**src/rtl/dims_dr_pkg.sv**
```systemverilog
// dims_dr_pkg: shared types and dual-rail codeword helpers for the DIMS
// receive path. Helpers take zero-extended DR_MAX_WIDTH vectors plus the
// live width so one package serves every WIDTH up to DR_MAX_WIDTH.
package dims_dr_pkg;

    localparam int DR_MAX_WIDTH = 64;

    typedef logic [DR_MAX_WIDTH-1:0] dr_vec_t;

    typedef enum logic [0:0] {
        WAIT_SPACER = 1'b0,
        WAIT_DATA   = 1'b1
    } dr_state_e;

    // Every live bit carries exactly one high rail.
    function automatic logic dr_complete(input dr_vec_t t, input dr_vec_t f, input int width);
        logic ok;
        ok = 1'b1;
        for (int i = 0; i < DR_MAX_WIDTH; i++) begin
            if ((i < width) && (t[i] == f[i])) ok = 1'b0;
        end
        return ok;
    endfunction

    // All rails low (padding bits are zero, so no width is needed).
    function automatic logic dr_spacer(input dr_vec_t t, input dr_vec_t f);
        return ~|(t | f);
    endfunction

    // Some bit has both rails high, which no legal sender produces.
    function automatic logic dr_illegal(input dr_vec_t t, input dr_vec_t f);
        return |(t & f);
    endfunction

    // On a complete codeword the true rails are the single-rail value.
    function automatic dr_vec_t dr_decode(input dr_vec_t t);
        return t;
    endfunction

endpackage

```
**src/rtl/dims_dr_sync.sv**
```systemverilog
// dims_dr_sync: STAGES-deep synchronizer for one asynchronous rail.
// Every flop resets to 0 so the chain reads as spacer during reset.
module dims_dr_sync #(
    parameter int STAGES = 2
) (
    input  logic clk,
    input  logic rst_n,
    input  logic d,
    output logic q
);

    logic [STAGES-1:0] chain_q;

    // Shift the raw rail through the flop chain.
    always_ff @(posedge clk or negedge rst_n) begin
        // NOTE: non-blocking assignments make every stage sample the previous
        // stage's old value, which is what turns this into a shift chain.
        if (!rst_n) chain_q <= '0;
        else        chain_q <= {chain_q[STAGES-2:0], d};
    end

    assign q = chain_q[STAGES-1];

endmodule

```
**src/rtl/dims_dr_rx_decoder.sv**
```systemverilog
// dims_dr_rx_decoder: receive side of a DIMS dual-rail four-phase RTZ link.
// Synchronizes the rails, detects spacer/complete/illegal words, runs the
// four-phase acknowledge FSM, and buffers decoded words in a FWFT FIFO that
// feeds a valid/ready stream.
// Optional feature: define DIMS_DEC_TIMEOUT_EN to enable the partial-codeword
// watchdog driving err_timeout; otherwise err_timeout is tied low.
module dims_dr_rx_decoder
    import dims_dr_pkg::*;
#(
    parameter int WIDTH          = 8,
    parameter int SYNC_STAGES    = 2,
    parameter int FIFO_DEPTH     = 4,
    parameter int TIMEOUT_CYCLES = 1024
) (
    input  logic                          clk,
    input  logic                          rst_n,
    input  logic [WIDTH-1:0]              dr_t,
    input  logic [WIDTH-1:0]              dr_f,
    output logic                          dr_ack,
    output logic [WIDTH-1:0]              out_data,
    output logic                          out_valid,
    input  logic                          out_ready,
    output logic [$clog2(FIFO_DEPTH):0]   fifo_level,
    output logic                          err_illegal,
    output logic                          err_timeout
);

    localparam int PTR_W = $clog2(FIFO_DEPTH);

    localparam logic [0:0] ST_WAIT_SPACER = WAIT_SPACER;
    localparam logic [0:0] ST_WAIT_DATA   = WAIT_DATA;

    localparam logic [PTR_W+1:0] LVL_FULL = (PTR_W + 2)'(FIFO_DEPTH);

    // ------------------------------------------------------------------
    // Input synchronizers: one chain per rail
    // ------------------------------------------------------------------
    logic [WIDTH-1:0] s_t;
    logic [WIDTH-1:0] s_f;

    for (genvar i = 0; i < WIDTH; i++) begin : g_sync
        dims_dr_sync #(.STAGES(SYNC_STAGES)) u_sync_t (
            .clk   (clk),
            .rst_n (rst_n),
            .d     (dr_t[i]),
            .q     (s_t[i])
        );
        dims_dr_sync #(.STAGES(SYNC_STAGES)) u_sync_f (
            .clk   (clk),
            .rst_n (rst_n),
            .d     (dr_f[i]),
            .q     (s_f[i])
        );
    end

    // The synchronizers come out of reset holding zeros, which looks like a
    // spacer. If a codeword is still on the rails, trusting those zeros would
    // let the FSM re-accept it, so the FSM ignores the chain until the real
    // rail values have reached its last stage.
    logic [SYNC_STAGES-1:0] prime_q;
    logic                   sync_ready;

    // Walk a one through the priming register once per cycle after reset.
    always_ff @(posedge clk or negedge rst_n) begin
        if (!rst_n) prime_q <= '0;
        else        prime_q <= {prime_q[SYNC_STAGES-2:0], 1'b1};
    end

    assign sync_ready = prime_q[SYNC_STAGES-1];

    // ------------------------------------------------------------------
    // Codeword classification
    // ------------------------------------------------------------------
    dr_vec_t          t_ext;
    dr_vec_t          f_ext;
    logic             word_complete;
    logic             word_spacer;
    logic             word_illegal;
    logic [WIDTH-1:0] word_decoded;

    assign t_ext         = dr_vec_t'(s_t);
    assign f_ext         = dr_vec_t'(s_f);
    assign word_complete = dr_complete(t_ext, f_ext, WIDTH);
    assign word_spacer   = dr_spacer(t_ext, f_ext);
    assign word_illegal  = dr_illegal(t_ext, f_ext);
    assign word_decoded  = WIDTH'(dr_decode(t_ext));

    // ------------------------------------------------------------------
    // FIFO occupancy, shared by the FSM and the buffer
    // ------------------------------------------------------------------
    logic [PTR_W:0]   wr_ptr_q;
    logic [PTR_W:0]   rd_ptr_q;
    logic             fifo_full;
    logic             push_q;
    logic [WIDTH-1:0] push_data_q;
    logic             fifo_full_eff;
    logic             wr_en;
    logic             rd_en;

    assign fifo_level = wr_ptr_q - rd_ptr_q;
    assign fifo_full  = (fifo_level == (PTR_W + 1)'(FIFO_DEPTH));
    assign out_valid  = (fifo_level != '0);

    // A word accepted last cycle is still in flight to the buffer; count it
    // so the FSM never acknowledges a word that would have nowhere to go.
    assign fifo_full_eff = (({1'b0, fifo_level} + (PTR_W + 2)'(push_q)) >= LVL_FULL);

    // ------------------------------------------------------------------
    // Four-phase handshake FSM
    // ------------------------------------------------------------------
    logic [0:0] state_q;

    // Advance the handshake and register accepted words for the buffer.
    always_ff @(posedge clk or negedge rst_n) begin
        if (!rst_n) begin
            state_q     <= ST_WAIT_SPACER;
            dr_ack      <= 1'b0;
            err_illegal <= 1'b0;
            push_q      <= 1'b0;
            push_data_q <= '0;
        end else begin
            push_q <= 1'b0;
            if (sync_ready) begin
                case (state_q)
                    ST_WAIT_SPACER: begin
                        if (word_spacer) begin
                            dr_ack  <= 1'b0;
                            state_q <= ST_WAIT_DATA;
                        end
                    end
                    ST_WAIT_DATA: begin
                        if (word_illegal) begin
                            // Drop the word but release the sender.
                            err_illegal <= 1'b1;
                            dr_ack      <= 1'b1;
                            state_q     <= ST_WAIT_SPACER;
                        end else if (word_complete && !fifo_full_eff) begin
                            push_q      <= 1'b1;
                            push_data_q <= word_decoded;
                            dr_ack      <= 1'b1;
                            state_q     <= ST_WAIT_SPACER;
                        end
                    end
                    default: state_q <= ST_WAIT_SPACER;
                endcase
            end
        end
    end

    // ------------------------------------------------------------------
    // First-word-fall-through buffer
    // ------------------------------------------------------------------
    logic [WIDTH-1:0] mem [FIFO_DEPTH];

    // A full buffer blocks the write even if a pop happens this cycle.
    assign wr_en = push_q && !fifo_full;
    assign rd_en = out_valid && out_ready;

    // Advance the pointers; the extra top bit separates full from empty.
    always_ff @(posedge clk or negedge rst_n) begin
        if (!rst_n) begin
            wr_ptr_q <= '0;
            rd_ptr_q <= '0;
        end else begin
            if (wr_en) wr_ptr_q <= wr_ptr_q + 1'b1;
            if (rd_en) rd_ptr_q <= rd_ptr_q + 1'b1;
        end
    end

    // Store accepted words.
    always_ff @(posedge clk) begin
        // NOTE: the storage array has no reset; the pointers alone decide
        // which entries are meaningful, and this keeps it mappable to RAM.
        if (wr_en) mem[wr_ptr_q[PTR_W-1:0]] <= push_data_q;
    end

    assign out_data = mem[rd_ptr_q[PTR_W-1:0]];

    // ------------------------------------------------------------------
    // Partial-codeword watchdog
    // ------------------------------------------------------------------
`ifdef DIMS_DEC_TIMEOUT_EN
    localparam int              TO_W    = $clog2(TIMEOUT_CYCLES + 1);
    localparam logic [TO_W-1:0] TO_MAX  = TO_W'(TIMEOUT_CYCLES);
    localparam logic [TO_W-1:0] TO_LAST = TO_W'(TIMEOUT_CYCLES - 1);

    logic [TO_W-1:0] to_cnt_q;
    logic            word_partial;

    assign word_partial = !word_complete && !word_spacer;

    // Count cycles spent waiting on a partial word; flag when the limit is hit.
    always_ff @(posedge clk or negedge rst_n) begin
        if (!rst_n) begin
            to_cnt_q    <= '0;
            err_timeout <= 1'b0;
        end else if (sync_ready && (state_q == ST_WAIT_DATA) && word_partial) begin
            if (to_cnt_q != TO_MAX)  to_cnt_q    <= to_cnt_q + 1'b1;
            if (to_cnt_q == TO_LAST) err_timeout <= 1'b1;
        end else begin
            to_cnt_q <= '0;
        end
    end
`else
    assign err_timeout = 1'b0;
`endif

endmodule
```
**config.mk**
```make
export PLATFORM = sky130hd
export DESIGN_NAME = dims_dr_rx_decoder
export DESIGN_NICKNAME = d
export VERILOG_FILES = /design/src/rtl/dims_dr_pkg.sv /design/src/rtl/dims_dr_sync.sv /design/src/rtl/dims_dr_rx_decoder.sv
export SDC_FILE = /design/constraint.sdc
export NUM_CORES = 1
export LEC_CHECK = 0
export BUFFER_PORTS_ARGS = -buffer_cell sky130_fd_sc_hd__buf_2
export CORE_MARGIN = 8
export CORE_UTILIZATION = 57
export DETAILED_ROUTE_END_ITERATION = 7
export GPL_TIMING_DRIVEN = 1
export PLACE_DENSITY = 0.78
export SLEW_MARGIN = 25
export SYNTH_ARGS = -nofsm -noshare
export SYNTH_HDL_FRONTEND = slang
export SYNTH_SLANG_ARGS = --single-unit
```
**constraint.sdc**
```tcl
create_clock -name clk -period 3.6 [get_ports clk]
set_input_delay 0.18 -clock clk [delete_from_list [all_inputs] [get_ports clk]]
set_output_delay 0.18 -clock clk [all_outputs]
set_load 0.005 [all_outputs]
```
==> flow_summary.rst <==
.. list-table::
   :header-rows: 1

   * - Metric
     - Value
   * - Result of the run
     - completed
   * - First element of the critical path
     - wr_ptr_q[0]
   * - Type of destination of the critical path
     - flip-flop
   * - Leading register cell type out of synthesis
     - dfrtp_1
   * - Initial Util
     - 58.71%
   * - Net count after synthesis
     - 229
   * - Sink Count
     - 84
   * - DRC errors left
     - 0
   * - Class of the most critical setup path
     - flip-flop to flip-flop
   * - Multiplexer share of the synthesized area
     - 9.636%
   * - Worst-case vdd ir drop
     - 0.3556 mV
   * - Gate count of the mapped netlist
     - between 150 and 200
   * - Ys async rst share
     - roughly three fifths
   * - Worst-path clk slew
     - 80 ps
   * - Area occupied by multi-input gates
     - 865.8 µm²
   * - Final period utilization
     - about 80%
   * - Post-Layout Cell Count
     - 321
   * - Remaining Overflow, GRT
     - 0
   * - Fill cell instance count of the final layout
     - approximately 370
   * - Setup WS pre-CTS
     - around 800 ps
   * - Core footprint
     - around 5500 µm²
   * - Signed area change from the synthesized netlist to the final layout
     - 19.20%
   * - Net count reported at finish
     - between 200 and 300
   * - H-tree Lvls
     - 3
   * - Initial antenna violation count
     - 0
   * - Power density normalized to cell area
     - roughly 460 nW/µm²
   * - Hold path start
     - out_ready
   * - Wirelength, routed
     - ~4.6 mm
   * - Launching point of the worst reg2reg path
     - wr_ptr_q[0]
   * - Post-Synth Simple-Gate Area
     - ~4.8%
   * - Number of CTS-inserted buffers
     - 9
   * - Die Wd
     - between 90 and 100 µm
   * - Synthesized area per cell
     - about 17 µm²
   * - Sort of element at the start of the critical path
     - flip-flop
   * - Largest family of logic cells by synthesized area
     - multiplexers
   * - Hold_ws
     - 125.5 ps
   * - Synthesized-area fraction occupied by ao, oa, aoi and oai cells
     - between 1 and 1.5%
   * - Final setup margin
     - roughly 800 ps
   * - Post-Route Skew
     - around 15 ps
   * - First DRT Iteration DRCs
     - 58
   * - CTS tree
     - built
   * - Total area of sequential cells
     - about 2300 µm²
   * - Ratio of cells with drive above 1 in the final layout
     - between 20% and 30%
   * - Path type of the worst min-delay path
     - input port to flip-flop
   * - Post-synthesis sequential element count
     - 84
   * - Total of endpoints with negative setup slack in the final report
     - 0
   * - Xor/xnor cell area share of the yosys netlist
     - under 10%
   * - Fin area
     - 3854 µm²
   * - Hold violation count in the final report
     - 0
   * - Sequential share of the synthesized area
     - 69.97%
   * - Post-route setup TNS
     - 0 ps
   * - Maximum fanout count along the critical path
     - 8
   * - Placed insts
     - approximately 290
   * - Min Tclk post-route
     - approximately 2800 ps
   * - Netlist area before placement
     - ~3200 µm²
   * - Worst EP required
     - ~3800 ps
   * - Maximum clock rate
     - ~360 MHz
   * - Pins Over Slew Limit
     - 0
   * - Number of nets with antenna violations after routing
     - 0
   * - Wire length of the first global-routing pass
     - ~8.0 mm
   * - Insertion delay to the later sink of the worst-skew pair
     - approximately 350 ps
   * - Clock tree root buffer cell
     - clkbuf_8
   * - Detailed-router iteration count before antenna repair
     - 4
   * - HPWL Detailed
     - ~3.2 mm
   * - Post-DR wirelength/cell
     - 14.38 µm
   * - # port buffers
     - 32
   * - Post-Place Cell Area
     - roughly 3500 µm²
   * - YS warnings
     - 0
   * - Unique cell type count in the Yosys netlist
     - 33
   * - Antenna diodes
     - 0
   * - Ratio of routed vias to standard cells
     - around 5.0
   * - Pin count of the biggest net entering global routing
     - 53
   * - Maximum clock path buffer count
     - 2
   * - Ports placed on the boundary
     - 34
   * - RSZ-0062 raised after global routing
     - no
   * - Transition at the pin with the smallest max-transition slack
     - 601.6 ps
   * - Total GRT Usage
     - 12.26%
   * - Number of rows created at floorplan
     - 27
   * - Vias in the first global route
     - 1,690
   * - Arrival time worst endpoint
     - about 3000 ps
   * - Area enclosed by the die boundary
     - 8338 µm²
   * - Adder and majority gate portion of the synthesized area
     - 9.133%
   * - Count of max-cap constraint violations
     - 0
   * - Leakage power of the design
     - between 0.0015 and 0.002 µW
   * - Placer congestion estimate
     - 0.7485
   * - Relative max-transition margin
     - about three fifths
   * - Post-synth EDFFs
     - 32
   * - Via count
     - about 1,600
   * - Overall die height
     - 91.32 µm
==> logic make-up (layout without fill, tap and decap cells) <==
kind of cell | count (synthesis) | in the layout
mux | 17 | 17
flops | 84 | 84
simple gates | 25 | 25
xor+xnor | 5 | 5
compound gates | 6 | 6
fa+ha+maj | 23 | 23
buf+inv | 25 | 87
other cells | 2 | 2
==> final timing paths <==
path | endpoint | slack, ps | cells after the start
setup reg to reg | push_data_q[0] | 800 | 7
hold reg to reg | g_sync[2].u_sync_t.chain_q[1] | 350 | 0
setup / recovery | push_data_q[0] | 800 | 7
max in group asynchronous | g_sync[7].u_sync_t.chain_q[1] | 2800 | 2
hold / removal | rd_ptr_q[2] | 130 | 3
min in group asynchronous | push_data_q[4] | 390 | 2
==> metrics by stage <==
step	total power, µW	utilization [%]
after floorplan	1049	-
after global placement	1074	62.92
after detailed placement	1076	62.92
after CTS	1787	69.76
after global routing	1841	69.98
final	1768	69.98
==> cell usage after synthesis (all sizes together), types with 2 or more instances <==
cell type   n  area share (%)
buf         3            0.70
xnor2       3            0.81
nand4       3            0.58
mux2        9             4.1
nand2       5            0.58
ha         22             8.5
nor4        3            0.77
conb        2            0.23
mux4        8             5.6
nor3        4            0.62
inv        21             2.4
edfxtp     32              30
dfrtp      52              40
and2        4            0.77
o21ai       2            0.31
==> power breakdown <==
group | switching (µW) | internal [µW] | total, µW
clock network | 309 | 391 | 700
logic | 25.7 | 27.5 | 53.2
registers | 9.48 | 1010 | 1020
total | 344 | 1420 | 1770
==> flip-flops by register name, indices dropped and copies added, names as in the netlist <==
signal	count
push_q	1
mem	32
g_sync.u_sync_t.chain_q	16
state_q	1
push_data_q	8
wr_ptr_q	3
g_sync.u_sync_f.chain_q	16
rd_ptr_q	3
dr_ack	1
prime_q	2
err_illegal	1
==> cell type report <==
class / instances / area share [%]
timing repair buffer: 50 / 8.831
inverter: 21 / 2.045
sequential: 84 / 58.70
tap: 72 / 2.338
clock inverter: 6 / 2.305
clock buffer: 10 / 3.312
multi-input combinational: 78 / 22.47
==> metal layers <==
metal  track usage (%)  vias to the layer above  share of wire, %
li1                  -                      762                 -
met1             13.18                      789                41
met2             21.10                       33                53
met3             4.198                        5               5.0
met4             6.139                        0               1.0
met5                 0                        -                 0
==> worst max-delay path: stages (launching register included) <==
cell	delay, ps
dfrtp_1	380
inv_1	110
ha_1	220
fa_1	360
xor3_2	280
nor4_2	380
or3b_1	600
mux2_4	370
==> what timing repair did <==
item                       in CTS  in global routing
hold endpoints to repair       16                 52
buffers inserted                0                  0
gates resized for setup         0                  0
setup endpoints to repair       0                  0
hold buffers                   16                  1
==> cells in the final DEF (no fill, tap or decap), types with 2 or more instances in the layout <==
cell type      count
dfrtp_1           52
edfxtp_1          32
buf_2             31
ha_1              22
inv_1             21
dlygate4sd3_1     17
clkbuf_8           9
mux4_2             8
mux2_4             8
nand2_1            5
and2_1             4
nor3_1             4
nand4_1            3
xnor2_1            3
nor4_1             2
o21ai_0            2
conb_1             2
clkinv_4           2
bufinv_16          2
buf_4              2
(Power assumes the default switching activity.)
